<file path="config.mk">
export PLATFORM = sky130hd
export DESIGN_NAME = digital_clock_controller
export DESIGN_NICKNAME = d
export VERILOG_FILES = /design/src/rtl/digital_clock_controller.sv
export SDC_FILE = /design/constraint.sdc
export NUM_CORES = 1
export LEC_CHECK = 0
export BUFFER_PORTS_ARGS = -buffer_cell sky130_fd_sc_hd__buf_4
export CORE_MARGIN = 10
export CORE_UTILIZATION = 60
export CTS_CLUSTER_DIAMETER = 120
export DETAILED_ROUTE_END_ITERATION = 6
export GPL_TIMING_DRIVEN = 1
export PLACE_DENSITY = 0.84
export RECOVER_POWER = 100
export SYNTH_ARGS = -nofsm -noshare
export SYNTH_HDL_FRONTEND = slang
export SYNTH_SLANG_ARGS = --single-unit
</file>
<file path="constraint.sdc">
create_clock -name Clk -period 3.2 [get_ports Clk]
set_input_delay 0.32 -clock Clk [delete_from_list [all_inputs] [get_ports Clk]]
set_output_delay 0.32 -clock Clk [all_outputs]
set_load 0.1 [all_outputs]
</file>
<file path="src/rtl/digital_clock_controller.sv">
// Timekeeping and time-set controller: 1 Hz advance from an internal prescaler,
// three set modes for hours/minutes/seconds driven by single-cycle button pulses.
//
//  state   | meaning
//  --------+------------------------------------------------------------
//  RUN     | prescaler counts, time advances once per TICKS_PER_SEC edges
//  SET_HR  | prescaler held at 0, inc/dec adjust hours (0..23)
//  SET_MIN | prescaler held at 0, inc/dec adjust minutes (0..59)
//  SET_SEC | prescaler held at 0, inc/dec adjust seconds (0..59)
module digital_clock_controller #(
    parameter int TICKS_PER_SEC = 100_000_000
) (
    input  logic       Clk,
    input  logic       reset,
    input  logic       mode_btn,
    input  logic       inc_btn,
    input  logic       dec_btn,
    output logic [5:0] seconds,
    output logic [5:0] minutes,
    output logic [4:0] hours,
    output logic [1:0] mode,
    output logic       tick_1s
);

    localparam int PW = (TICKS_PER_SEC > 1) ? $clog2(TICKS_PER_SEC) : 1;
    localparam logic [PW-1:0] PRESC_LAST = PW'(TICKS_PER_SEC - 1);
    localparam logic [PW-1:0] PRESC_ONE  = PW'(1);

    typedef enum logic [1:0] {
        RUN     = 2'd0,
        SET_HR  = 2'd1,
        SET_MIN = 2'd2,
        SET_SEC = 2'd3
    } state_t;

    state_t        state, state_next;
    logic [PW-1:0] presc, presc_next;
    logic [5:0]    sec_next, min_next;
    logic [4:0]    hr_next;
    logic          tick_next;
    logic          adjust;

    function automatic logic [5:0] inc60(input logic [5:0] v);
        return (v == 6'd59) ? 6'd0 : v + 6'd1;
    endfunction

    function automatic logic [5:0] dec60(input logic [5:0] v);
        return (v == 6'd0) ? 6'd59 : v - 6'd1;
    endfunction

    function automatic logic [4:0] inc24(input logic [4:0] v);
        return (v == 5'd23) ? 5'd0 : v + 5'd1;
    endfunction

    function automatic logic [4:0] dec24(input logic [4:0] v);
        return (v == 5'd0) ? 5'd23 : v - 5'd1;
    endfunction

    // Simultaneous inc and dec cancel out.
    assign adjust = inc_btn ^ dec_btn;

    always_ff @(posedge Clk or posedge reset) begin
        if (reset) begin
            state   <= RUN;
            presc   <= '0;
            seconds <= '0;
            minutes <= '0;
            hours   <= '0;
            tick_1s <= 1'b0;
        end else begin
            state   <= state_next;
            presc   <= presc_next;
            seconds <= sec_next;
            minutes <= min_next;
            hours   <= hr_next;
            tick_1s <= tick_next;
        end
    end

    always_comb begin
        state_next = state;
        presc_next = '0;
        sec_next   = seconds;
        min_next   = minutes;
        hr_next    = hours;
        tick_next  = 1'b0;

        case (state)
            RUN: begin
                if (presc == PRESC_LAST) begin
                    tick_next = 1'b1;
                    if (seconds == 6'd59) begin
                        sec_next = 6'd0;
                        if (minutes == 6'd59) begin
                            min_next = 6'd0;
                            hr_next  = inc24(hours);
                        end else begin
                            min_next = minutes + 6'd1;
                        end
                    end else begin
                        sec_next = seconds + 6'd1;
                    end
                end else begin
                    presc_next = presc + PRESC_ONE;
                end
                // A partial second is discarded when entering set mode.
                if (mode_btn) begin
                    state_next = SET_HR;
                    presc_next = '0;
                end
            end

            SET_HR: begin
                if (mode_btn) begin
                    state_next = SET_MIN;
                end else if (adjust) begin
                    hr_next = inc_btn ? inc24(hours) : dec24(hours);
                end
            end

            SET_MIN: begin
                if (mode_btn) begin
                    state_next = SET_SEC;
                end else if (adjust) begin
                    min_next = inc_btn ? inc60(minutes) : dec60(minutes);
                end
            end

            SET_SEC: begin
                if (mode_btn) begin
                    state_next = RUN;
                end else if (adjust) begin
                    sec_next = inc_btn ? inc60(seconds) : dec60(seconds);
                end
            end

            default: state_next = RUN;
        endcase
    end

    assign mode = state;

endmodule

</file>
; ---- Yosys cells after proc, flatten, opt, wreduce, memory -nomap -nowiden
; Index checks and enable logic that the tools add are counted.
[op_classes]
n_addsub = 7
n_mux = 34
n_bitwise = 1
n_eq_ne = 20
reduce_logical = 11
[ops]
columns = cell, count
row1 = $mux 27, 3
row2 = $mux 6, 13
row3 = $mux 5, 8
row4 = $add 27x1->27 const B, 1
row5 = $eq 27x27->1 const B, 1
row6 = $ne 2x2->1 const B, 13
row7 = $pmux 6 s2, 2
row8 = $add 6x1->6 const B, 2
row9 = $eq 6x6->1 const B, 2
row10 = $logic_not 6->1, 2
row11 = $sub 6x1->6 const B, 2
row12 = $pmux 5 s2, 1
row13 = $mux 2, 4
row14 = $pmux 2 s4, 1
row15 = $reduce_and 4->1, 2
row16 = $reduce_and 6->1, 1
row17 = $reduce_bool 2->1, 3
row18 = $add 5x1->5 const B, 1
row19 = $eq 5x5->1 const B, 1
row20 = $logic_not 5->1, 1
row21 = $reduce_and 5->1, 1
row22 = $sub 5x1->5 const B, 1
row23 = $eq 2x2->1 const B, 2
row24 = $eq 2x1->1 const B, 1
row25 = 3 further kinds, 4
[word_totals]
word_cells = 79
ff_bits = 47
out_inout_bits = 20

; ---- Depth between registers and ports, before layout
; Gate-level depths: netlist of run 1.
[depth]
word_depth = 6
mapped_depth = 9
depth_no_buf = 8

; ---- Worst setup path after synthesis of run 1
; OpenSTA, ideal clock, no wires.
[synth_timing]
path_kind = register to register
start = register seconds[0]
end = register hours[3]
required_ns = 3.076
arrival_time_ns = 2.656
path_buffers = 1
setup_slack_ns = 0.420
synth_period_minus_slack_ns = 2.780
path_stages_with_launch = 9
path_cell_list = dfrtp_1 > ha_1 > nand2_1 > or3_1 > clkbuf_2 > or2_1 > o31ai_4 > mux2i_1 > nand2_1
[synth_via]
elab_chain_cells = 3
[synth_rtl]
columns = item, line_no
row1 = start: declaration, 18  ; output logic [5:0] seconds,
row2 = start signal: assignment, 73  ; seconds <= sec_next;
row3 = $eq 6x6->1, 92  ; if (seconds == 6'd59) begin
row4 = $ne 2x2->1 (no source line), -
row5 = $reduce_and 6->1 (no source line), -
row6 = end signal: assignment, 75  ; hours <= hr_next;
row7 = end: declaration, 20  ; output logic [4:0] hours,
; Every way passes these cells.
; A chain may end at the register's enable or synchronous reset.

; ---- Final worst setup path of run 1
[layout_timing]
start = register seconds[0]
end = register minutes[4]
[layout_via]
elab_chain_cells = 3
[layout_rtl]
columns = item, line_no
row1 = $eq 6x6->1, 92
row2 = $ne 2x2->1 (no source line), -
row3 = $reduce_and 5->1 (no source line), -
row4 = end signal: assignment, 74  ; minutes <= min_next;
row5 = end: declaration, 19  ; output logic [5:0] minutes,
; Every way passes these cells.

==> flow_metrics.env, run 1 <==
export IMPL_reg2regPathDepth=6
export IMPL_ctsRootBufferMaster="clkbuf_8"
export IMPL_die_area_mm2=0.00831
export IMPL_insertion_delay_ns=0.30
export IMPL_min_period_over_period=0.778
export IMPL_r2r_setup_slack_ns=0.71
export IMPL_synth_seq_cells=47
export IMPL_leakagePower_uw=0.00131
export IMPL_io_pins=25
export IMPL_core_mm2=0.00482
export IMPL_final_nets=393
export IMPL_antennaDiodeCount=0
export IMPL_cts_buffers=5
export IMPL_grt_max_degree=48
export IMPL_firstDrtPassIters=5
export IMPL_synth_area_top_cells="dfrtp_1 39%, nor2_1 6.2%, ha_1 5.4%"
export IMPL_grtUsageTotal=0.150
export IMPL_hp_start="mode_btn"
export IMPL_cts_tree="yes"
export IMPL_worstHoldPathType="in -> reg"
export IMPL_initialDrtViolationCount=174
export IMPL_final_cells=442
export IMPL_grt_pass1_wl_um=10700
export IMPL_areaGrowthSynthToFinish_pct=5.97
export IMPL_post_place_cells=435
export IMPL_htreeDepth=2
export IMPL_clock_skew_ns=0.0120
export IMPL_async_reset_ff_frac=1.00
export IMPL_cts_hold_buf=0
export IMPL_slew_headroom=-0.170
export IMPL_synth_top_cell_by_area="dfrtp_1"
export IMPL_fmax_ghz=0.401
export IMPL_grtUsageMet1=0.182
export IMPL_synth_top_area_frac=0.387
export IMPL_synth_cells=356
export IMPL_drtAntennaViolNets=0
export IMPL_cts_resized=0
export IMPL_synth_cell_area_mm2=0.00304
export IMPL_violations="max-capacitance violations, max-slew violations"
export IMPL_dp_hpwl_um=4350
export IMPL_die_w_um=91.2
export IMPL_p_per_area_mw_per_mm2=910
export IMPL_grt_pass1_vias=2408
export IMPL_wl_per_cell_um=14.0
export IMPL_postLayoutCoreUtil=0.668
export IMPL_vias_per_cell=5.76
export IMPL_start_kind="flop"
export IMPL_cts_buffer_depth=2
export IMPL_final_setup_tns_ns=0
export IMPL_path_max_fanout=9
export IMPL_yosys_warnings=0
export IMPL_portBuffers=24
export IMPL_synth_nets=374
export IMPL_synth_commonest_cells="50 x nor2_1, 47 x dfrtp_1, 43 x nand2_1, 25 x o21ai_0, 19 x nand3_1"
export IMPL_synth_edff_count=0
export IMPL_outcome="finished, violations left"
export IMPL_period_minus_slack_ns=2.49
export IMPL_worstMarginPinSlew_ns=1.75
export IMPL_initial_core_util=0.631
export IMPL_drv_cap=1
export IMPL_synthDistinctLibCells=52
export IMPL_postCtsSetupBuffers=0
export IMPL_ys_flop_type="dfrtp_1"
export IMPL_vias=2544
export IMPL_worstSetupPathType="reg -> reg"
export IMPL_met2_usage=0.255
export IMPL_grt_setup_unrepaired="false"
export IMPL_numClockSinks=47
export IMPL_total_power_uw=2930
export IMPL_antenna_found_initial=0
export IMPL_synth_most_common_cell="nor2_1"
export IMPL_ir_drop_uv=484
export IMPL_post_route_drc_count=0
export IMPL_r2r_start="seconds[0]"
export IMPL_reg2reg_to="minutes[4]"
export IMPL_cp_required_ns=3.39
export IMPL_finalHoldViolCount=0
export IMPL_cp_end_kind="flop"
export IMPL_gr_total_overflow=0
export IMPL_setup_viol=0
export IMPL_busiest_layer="met2"
export IMPL_place_congestion=0.880
export IMPL_setup_worst_path_start="seconds[0]"
export IMPL_avgSynthCellArea_um2=8.53
export IMPL_clk_pin_slew_ns=0.09
export IMPL_drive_gt1_frac=0.0453
export IMPL_row_count=25
export IMPL_cp_arrival_ns=2.68
export IMPL_fp_dieH_um=91.2
export IMPL_wirelength_um=6190
export IMPL_synth_seq_area_share=0.387
export IMPL_gr_usage_met3=0.0395
export IMPL_critPathCapture="minutes[4]"
export IMPL_slew_viol_final=48
metal layers:
metal	wire length [um]	vias up
met5	0	-
met4	50	0
met3	279	6
met2	2960	56
met1	2900	1213
li1	-	1269
worst max-delay path, stage by stage, from the launching register on:
cell,delay [ns]
dfrtp_1,0.46
ha_1,0.26
nand2_1,0.06
or3_1,0.44
nor4_1,0.42
o21bai_1,0.33
o41ai_1,0.41
worst min-delay path by stage:
| stage | to | slack [ns] | cells after the start |
|---|---|---|---|
| 4_1_cts | mode[0] | 0.27 | 3 |
| 6_report | mode[0] | 0.28 | 3 |
| 5_1_grt | mode[0] | 0.31 | 3 |
| 3_3_place_gp | presc[0] | 0.44 | 1 |
| 2_1_floorplan | presc[0] | 0.42 | 1 |
| 3_5_place_dp | presc[0] | 0.45 | 1 |
sequential cells by signal (all words and copies together) (netlist names):
| signal | flops |
|---|---|
| presc | 27 |
| minutes | 6 |
| seconds | 6 |
| hours | 5 |
| mode | 2 |
| tick_1s | 1 |
through the flow:
stage	hold slack [ns]	worst slack [ns]	cell area (um^2)
global placement	0.442	1.01	3240
global route	0.308	0.471	3220
finish	0.280	0.709	3220
CTS	0.267	0.871	3340
floorplan	0.424	0.420	3040
detailed placement	0.451	0.927	3240
layout by cell type (no fill, tap or decap), drive strengths merged, types with 13 or more instances in the layout:
cell type  netlist  final
ha              13     13
o21ai           29     29
a21oi           14     14
xnor2           14     14
xor2            15     15
nor2            50     50
nand3           20     20
nand2           43     43
inv             15     15
dfrtp           47     47
clkbuf           6     27
final cells by class:
cell class	instances	area, um^2
Tap cell	67	83.8
Timing Repair Buffer	24	105
Clock inverter	1	30.0
Fill cell	415	1600
Multi-Input combinational cell	282	1700
Clock buffer	6	72.6
Sequential cell	47	1180
Inverter	15	56.3
cell families (layout without fill, tap and decap cells):
| group | after synthesis | after routing | share of synthesized area |
|---|---|---|---|
| buf+inv | 27 | 46 | 0.0399 |
| simple gates | 168 | 168 | 0.279 |
| flops | 47 | 47 | 0.387 |
| mux | 5 | 5 | 0.0169 |
| compound gates | 67 | 67 | 0.140 |
| xor+xnor | 29 | 29 | 0.0836 |
| fa+ha+maj | 13 | 13 | 0.0535 |
where the power goes:
| part | internal (uW) | switching [uW] |
|---|---|---|
| Sequential | 699 | 191 |
| Clock | 229 | 190 |
| Combinational | 357 | 1260 |
| Total | 1290 | 1640 |
No activity file was read; power rests on OpenSTA's default activity.
==> inputs of run 2 (changes only) <==
- CORE_UTILIZATION: 60 -> 54
- PLACE_DENSITY: 0.84 -> 0.8
- clock period: 3.2 -> 2 ns (I/O delays scaled with it)
==> run 2 against run 1 <==
Utilization increased by 3.2 points. Sequential share of layout area is 4.9 points lower. Cell area up 19%. First-iteration DRC count grew 41%. The flow finishes with violations (negative setup slack). Worst setup slack worse by 0.71 ns. Fmax increased by 24%. Combinational power is 100% higher. Clock power rose by 68%. Sequential cell count unchanged. Critical path type unchanged. Count of clock-buffer cells in the layout is 1 lower. Via count is 7.5% higher. Global-route usage up 0.87 points.
==> flow_metrics.env, run 2 (synthesis results as in run 1) <==
export IMPL_hp_start="mode_btn"
export IMPL_multiInputGateArea_mm2=0.00183
export IMPL_dp_hpwl_um=5170
export IMPL_die_area_mm2=0.00903
export IMPL_drtAntennaViolNets=0
export IMPL_firstDrtPassIters=5
export IMPL_reg_top3="presc x27, minutes x6, seconds x6"
export IMPL_io_pins=25
export IMPL_final_nets=443
export IMPL_grt_pass1_vias=2657
export IMPL_final_cells=498
export IMPL_vias_per_cell=5.49
export IMPL_wl_per_cell_um=14.0
export IMPL_place_congestion=0.892
export IMPL_slew_headroom=0.605
export IMPL_period_minus_slack_ns=2.00
export IMPL_finalHoldViolCount=0
export IMPL_die_w_um=95.0
export IMPL_path_max_fanout=6
export IMPL_cts_buffer_depth=2
export IMPL_worstSetupPathType="reg -> reg"
export IMPL_fp_dieH_um=95.0
export IMPL_areaGrowthSynthToFinish_pct=26.1
export IMPL_r2r_start="minutes[1]"
export IMPL_holdWs_ns=0.151
export IMPL_grt_max_degree=28
export IMPL_cp_required_ns=2.20
export IMPL_drive_gt1_frac=0.284
export IMPL_antenna_found_initial=0
export IMPL_largest_reg_flops=27
export IMPL_setup_viol=1
export IMPL_regArea_mm2=0.00121
export IMPL_total_power_uw=5380
export IMPL_initial_core_util=0.555
export IMPL_cts_tree="yes"
export IMPL_core_mm2=0.00547
export IMPL_clk_pin_slew_ns=0.09
export IMPL_cp_arrival_ns=2.20
export IMPL_postLayoutCoreUtil=0.700
export IMPL_start_kind="flop"
export IMPL_outcome="finished, violations left"
export IMPL_final_common_cell="buf_4"
export IMPL_row_count=27
export IMPL_ir_drop_uv=882
export IMPL_post_place_cells=483
export IMPL_min_period_over_period=1.00
export IMPL_worstMarginPinSlew_ns=0.592
export IMPL_numClockSinks=47
export IMPL_wirelength_um=6990
export IMPL_p_per_area_mw_per_mm2=1400
export IMPL_setup_worst_path_start="minutes[1]"
export IMPL_antennaDiodeCount=0
export IMPL_grt_pass1_wl_um=11900
export IMPL_post_route_drc_count=0
export IMPL_initialDrtViolationCount=246
export IMPL_violations="negative setup slack"
export IMPL_slew_viol_final=0
export IMPL_clock_skew_ns=0.0112
export IMPL_n_fill_cell=440
export IMPL_fmax_ghz=0.499
export IMPL_leakagePower_uw=0.00167
export IMPL_drv_cap=0
export IMPL_vias=2734
export IMPL_gr_total_overflow=0
export IMPL_grt_setup_unrepaired="true"
export IMPL_cp_end_kind="flop"
export IMPL_final_setup_tns_ns=-0.00231
export IMPL_htreeDepth=2
export IMPL_ctsRootBufferMaster="clkbuf_8"
export IMPL_regMostFlops="presc"
export IMPL_fin_ws_ns=-0.00231
export IMPL_worstHoldPathType="in -> reg"
export IMPL_layout_common_cells="53 x buf_4, 49 x nor2_1, 41 x nand2_1"
export IMPL_grtUsageTotal=0.158
export IMPL_cts_buffers=5
export IMPL_insertion_delay_ns=0.31
export IMPL_portBuffers=24
==> run 2: cell count changes in the layout (fill, tap and decap cells not counted), sizes merged <==
| cell | before | now |
|---|---|---|
| buf | 3 | 55 |
| clkbuf | 27 | 23 |
| clkinv | 0 | 2 |
| dlygate4sd3 | 0 | 1 |
==> run 2: layer usage <==
metal  routed length [um]  track usage  vias up  share of wire
met3                  357       0.0270       13          0.051
met2                 3460        0.273       81           0.50
met5                    0            0        -              0
met4                  109       0.0549        0          0.016
li1                     -            -     1364              -
met1                 3060        0.195     1276           0.44
==> run 2: path summary, 6_finish.rpt <==
check                      slack, ns         end  cells after the start
max reg2reg                   -0.002    hours[3]                      7
max                           -0.002    hours[3]                      7
min in group asynchronous       0.50   presc[23]                      3
min                             0.15     mode[0]                      3
min reg2reg                     0.49    presc[0]                      1
max in group asynchronous       0.64  minutes[3]                      4
==> run 2: area by class of cell <==
class / count / area share
Multi-Input combinational cell: 282 / 0.477
Timing Repair Buffer: 74 / 0.139
Inverter: 15 / 0.0147
Sequential cell: 47 / 0.317
Clock buffer: 5 / 0.0180
Tap cell: 72 / 0.0235
Clock inverter: 3 / 0.0114
==> run 2: timing repair <==
action,CTS,global route
endpoints found under the setup margin,10,12
hold endpoints to repair,14,0
hold buffers,1,0
gates resized for setup,5,14
buffers inserted,3,3
cloned,0,0
pin swaps,8,4
==> run 2: where the power goes <==
group | switching [uW] | total [uW] | internal [uW]
clock | 331 | 703 | 372
sequential | 185 | 1360 | 1180
combinational | 2330 | 3310 | 980
total | 2850 | 5380 | 2530
==> run 2: metrics by stage <==
stage	worst slack, ns	area (um^2)
6_report	-0.00231	3830
4_1_cts	-0.00573	3810
3_5_place_dp	-0.0986	3640
2_1_floorplan	-0.253	3110
5_1_grt	-0.0856	3830
3_3_place_gp	-0.0641	3640
==> run 2: worst max-delay path, cell delays in order (launching register included) <==
cell and delay (ns):
dfrtp_4 0.44, ha_4 0.15, nand2_4 0.05, or3_4 0.38, or2_4 0.25, o31ai_4 0.34
mux2i_1 0.24, nand2_1 0.06
==> inputs of run 3 (changes only) <==
- MAX_ROUTING_LAYER: default -> met4
==> run 3 against run 2 <==
The flow still finishes with violations (negative setup slack). Clock skew fell by 0.0058 ns. Power grew 0.22%. Routed wire length up 5.3%. Worst setup slack lost 0.040 ns. Global-route usage is 1.5 points higher. Register-to-register slack got worse by 0.04 ns. Utilization down 0.21 points. Combinational power about the same. Fmax fell by 2.0%. Largest cell class unchanged. Clock power increased by 4.0%. Hold slack better by 0.035 ns.
==> flow_metrics.env, run 3 (synthesis results as in run 1) <==
export IMPL_wirelength_um=7360
export IMPL_slew_viol_final=0
export IMPL_critical_path_cell_chain="ha_4, nand2_2, or3_4, or2_4, o31ai_4, mux2i_1, nand2_1"
export IMPL_holdWs_ns=0.186
export IMPL_insertion_delay_ns=0.30
export IMPL_initialDrtViolationCount=168
export IMPL_firstDrtPassIters=6
export IMPL_areaGrowthSynthToFinish_pct=25.7
export IMPL_cts_buffers=5
export IMPL_cp_slowest_cell="dfrtp_4"
export IMPL_portBuffers=24
export IMPL_finalHoldViolCount=0
export IMPL_cts_tree="yes"
export IMPL_cp_required_ns=2.20
export IMPL_fp_dieH_um=95.0
export IMPL_antenna_found_initial=0
export IMPL_grt_max_degree=28
export IMPL_initial_core_util=0.555
export IMPL_slowest_delay_ns=0.44
export IMPL_drv_cap=0
export IMPL_post_route_drc_count=0
export IMPL_die_area_mm2=0.00903
export IMPL_min_period_over_period=1.02
export IMPL_drive_gt1_frac=0.284
export IMPL_r2r_setup_slack_ns=-0.04
export IMPL_grtUsageTotal=0.174
export IMPL_cts_buffer_depth=2
export IMPL_ctsRootBufferMaster="clkbuf_8"
export IMPL_numClockSinks=47
export IMPL_leakagePower_uw=0.00166
export IMPL_holdPathEnd="mode[0]"
export IMPL_path_max_fanout=6
export IMPL_period_minus_slack_ns=2.04
export IMPL_core_mm2=0.00547
export IMPL_regMostFlops="presc"
export IMPL_worstMarginPinSlew_ns=0.610
export IMPL_die_w_um=95.0
export IMPL_ir_drop_uv=1030
export IMPL_grtUsageMet1=0.208
export IMPL_hp_start="mode_btn"
export IMPL_vias_per_cell=5.68
export IMPL_r2r_start="minutes[0]"
export IMPL_clock_skew_ns=0.00537
export IMPL_drtAntennaViolNets=0
export IMPL_wl_per_cell_um=14.8
export IMPL_pre_cts_slack_ns=-0.128
export IMPL_antennaDiodeCount=0
export IMPL_gr_usage_met3=0.0333
export IMPL_crit_buf_inv=0
export IMPL_outcome="finished, violations left"
export IMPL_hold_depth=3
export IMPL_met2_usage=0.293
export IMPL_final_setup_tns_ns=-0.0471
export IMPL_htreeDepth=2
export IMPL_worstSetupPathType="reg -> reg"
export IMPL_place_congestion=0.886
export IMPL_worstHoldPathType="in -> reg"
export IMPL_cp_arrival_ns=2.24
export IMPL_grt_pass1_wl_um=12700
export IMPL_fin_ws_ns=-0.0422
export IMPL_fmax_ghz=0.490
export IMPL_grt_pass1_vias=2770
export IMPL_dp_hpwl_um=5430
export IMPL_busiest_layer="met2"
export IMPL_reg_top3="presc x27, minutes x6, seconds x6"
export IMPL_layout_common_cells="49 x nor2_1, 49 x buf_4, 42 x nand2_1"
export IMPL_vias=2831
export IMPL_setup_viol=2
export IMPL_violations="negative setup slack"
export IMPL_gr_total_overflow=0
export IMPL_row_count=27
export IMPL_clk_pin_slew_ns=0.09
export IMPL_reg2reg_to="hours[3]"
export IMPL_slew_headroom=0.593
export IMPL_grt_setup_unrepaired="true"
export IMPL_final_nets=443
export IMPL_cp_top_family="simple AND/OR/NAND/NOR gates"
export IMPL_p_per_area_mw_per_mm2=1410
export IMPL_cp_end_kind="flop"
export IMPL_start_kind="flop"
export IMPL_io_pins=25
export IMPL_reg2regPathDepth=7
export IMPL_largest_reg_flops=27
## run 3: cell count changes in the layout (fill, tap and decap cells not counted), sizes merged
cell    change
clkinv      -1
buf         -5
clkbuf      +6
## run 3: power breakdown
part           total, uW  internal (uW)  switching, uW  leakage (uW)
combinational       3300            945           2360      0.000987
sequential          1360           1180            177      0.000609
clock                731            405            326     0.0000612
## run 3: what timing repair did
item                                   4_1_cts  5_1_grt
resized for setup                            6       11
setup buffers                                1        3
endpoints found under the hold margin       14        0
pin swaps                                    8        7
setup endpoints to repair                   10       41
hold buffers                                 1        0
## run 3: area by class of cell
class,instances,area [um^2]
Multi-Input combinational cell,282,1830
Fill cell,431,1650
Sequential cell,47,1210
Timing Repair Buffer,74,515
Tap cell,72,90.1
Clock buffer,6,82.6
Inverter,15,56.3
Clock inverter,2,35.0
## run 3: through the flow
stage | cell area [um^2] | power, uW | std cells | util
after floorplan | 3110 | 3750 | 356 | -
after global placement | 3660 | 4530 | 485 | 0.668
after detailed placement | 3660 | 4610 | 485 | 0.668
after CTS | 3810 | 5400 | 495 | 0.697
after global routing | 3820 | 5690 | 498 | 0.698
final | 3820 | 5390 | 498 | 0.698
## run 3: metal layers
layer / up-vias / share of wire
met4: 0 / 0.012
met2: 78 / 0.50
met3: 10 / 0.048
li1: 1375 / -
met5: - / 0
met1: 1368 / 0.44
## run 3: how the worst max path moves through the flow
stage | startpoint | to | slack, ns | depth (start not counted)
2_1_floorplan | seconds[0] | hours[3] | -0.25 | 8
3_3_place_gp | presc[11] | seconds[3] | -0.06 | 6
3_5_place_dp | presc[11] | seconds[3] | -0.13 | 6
4_1_cts | presc[25] | seconds[3] | -0.04 | 6
5_1_grt | presc[25] | seconds[3] | -0.11 | 6
6_report | minutes[0] | hours[3] | -0.04 | 7
## run 3: worst register-to-register path, stage by stage, from the launching register on
cell     delay (ns)
dfrtp_4        0.44
ha_4           0.14
nand2_2        0.06
or3_4          0.40
or2_4          0.24
o31ai_4        0.34
mux2i_1        0.24
nand2_1        0.07
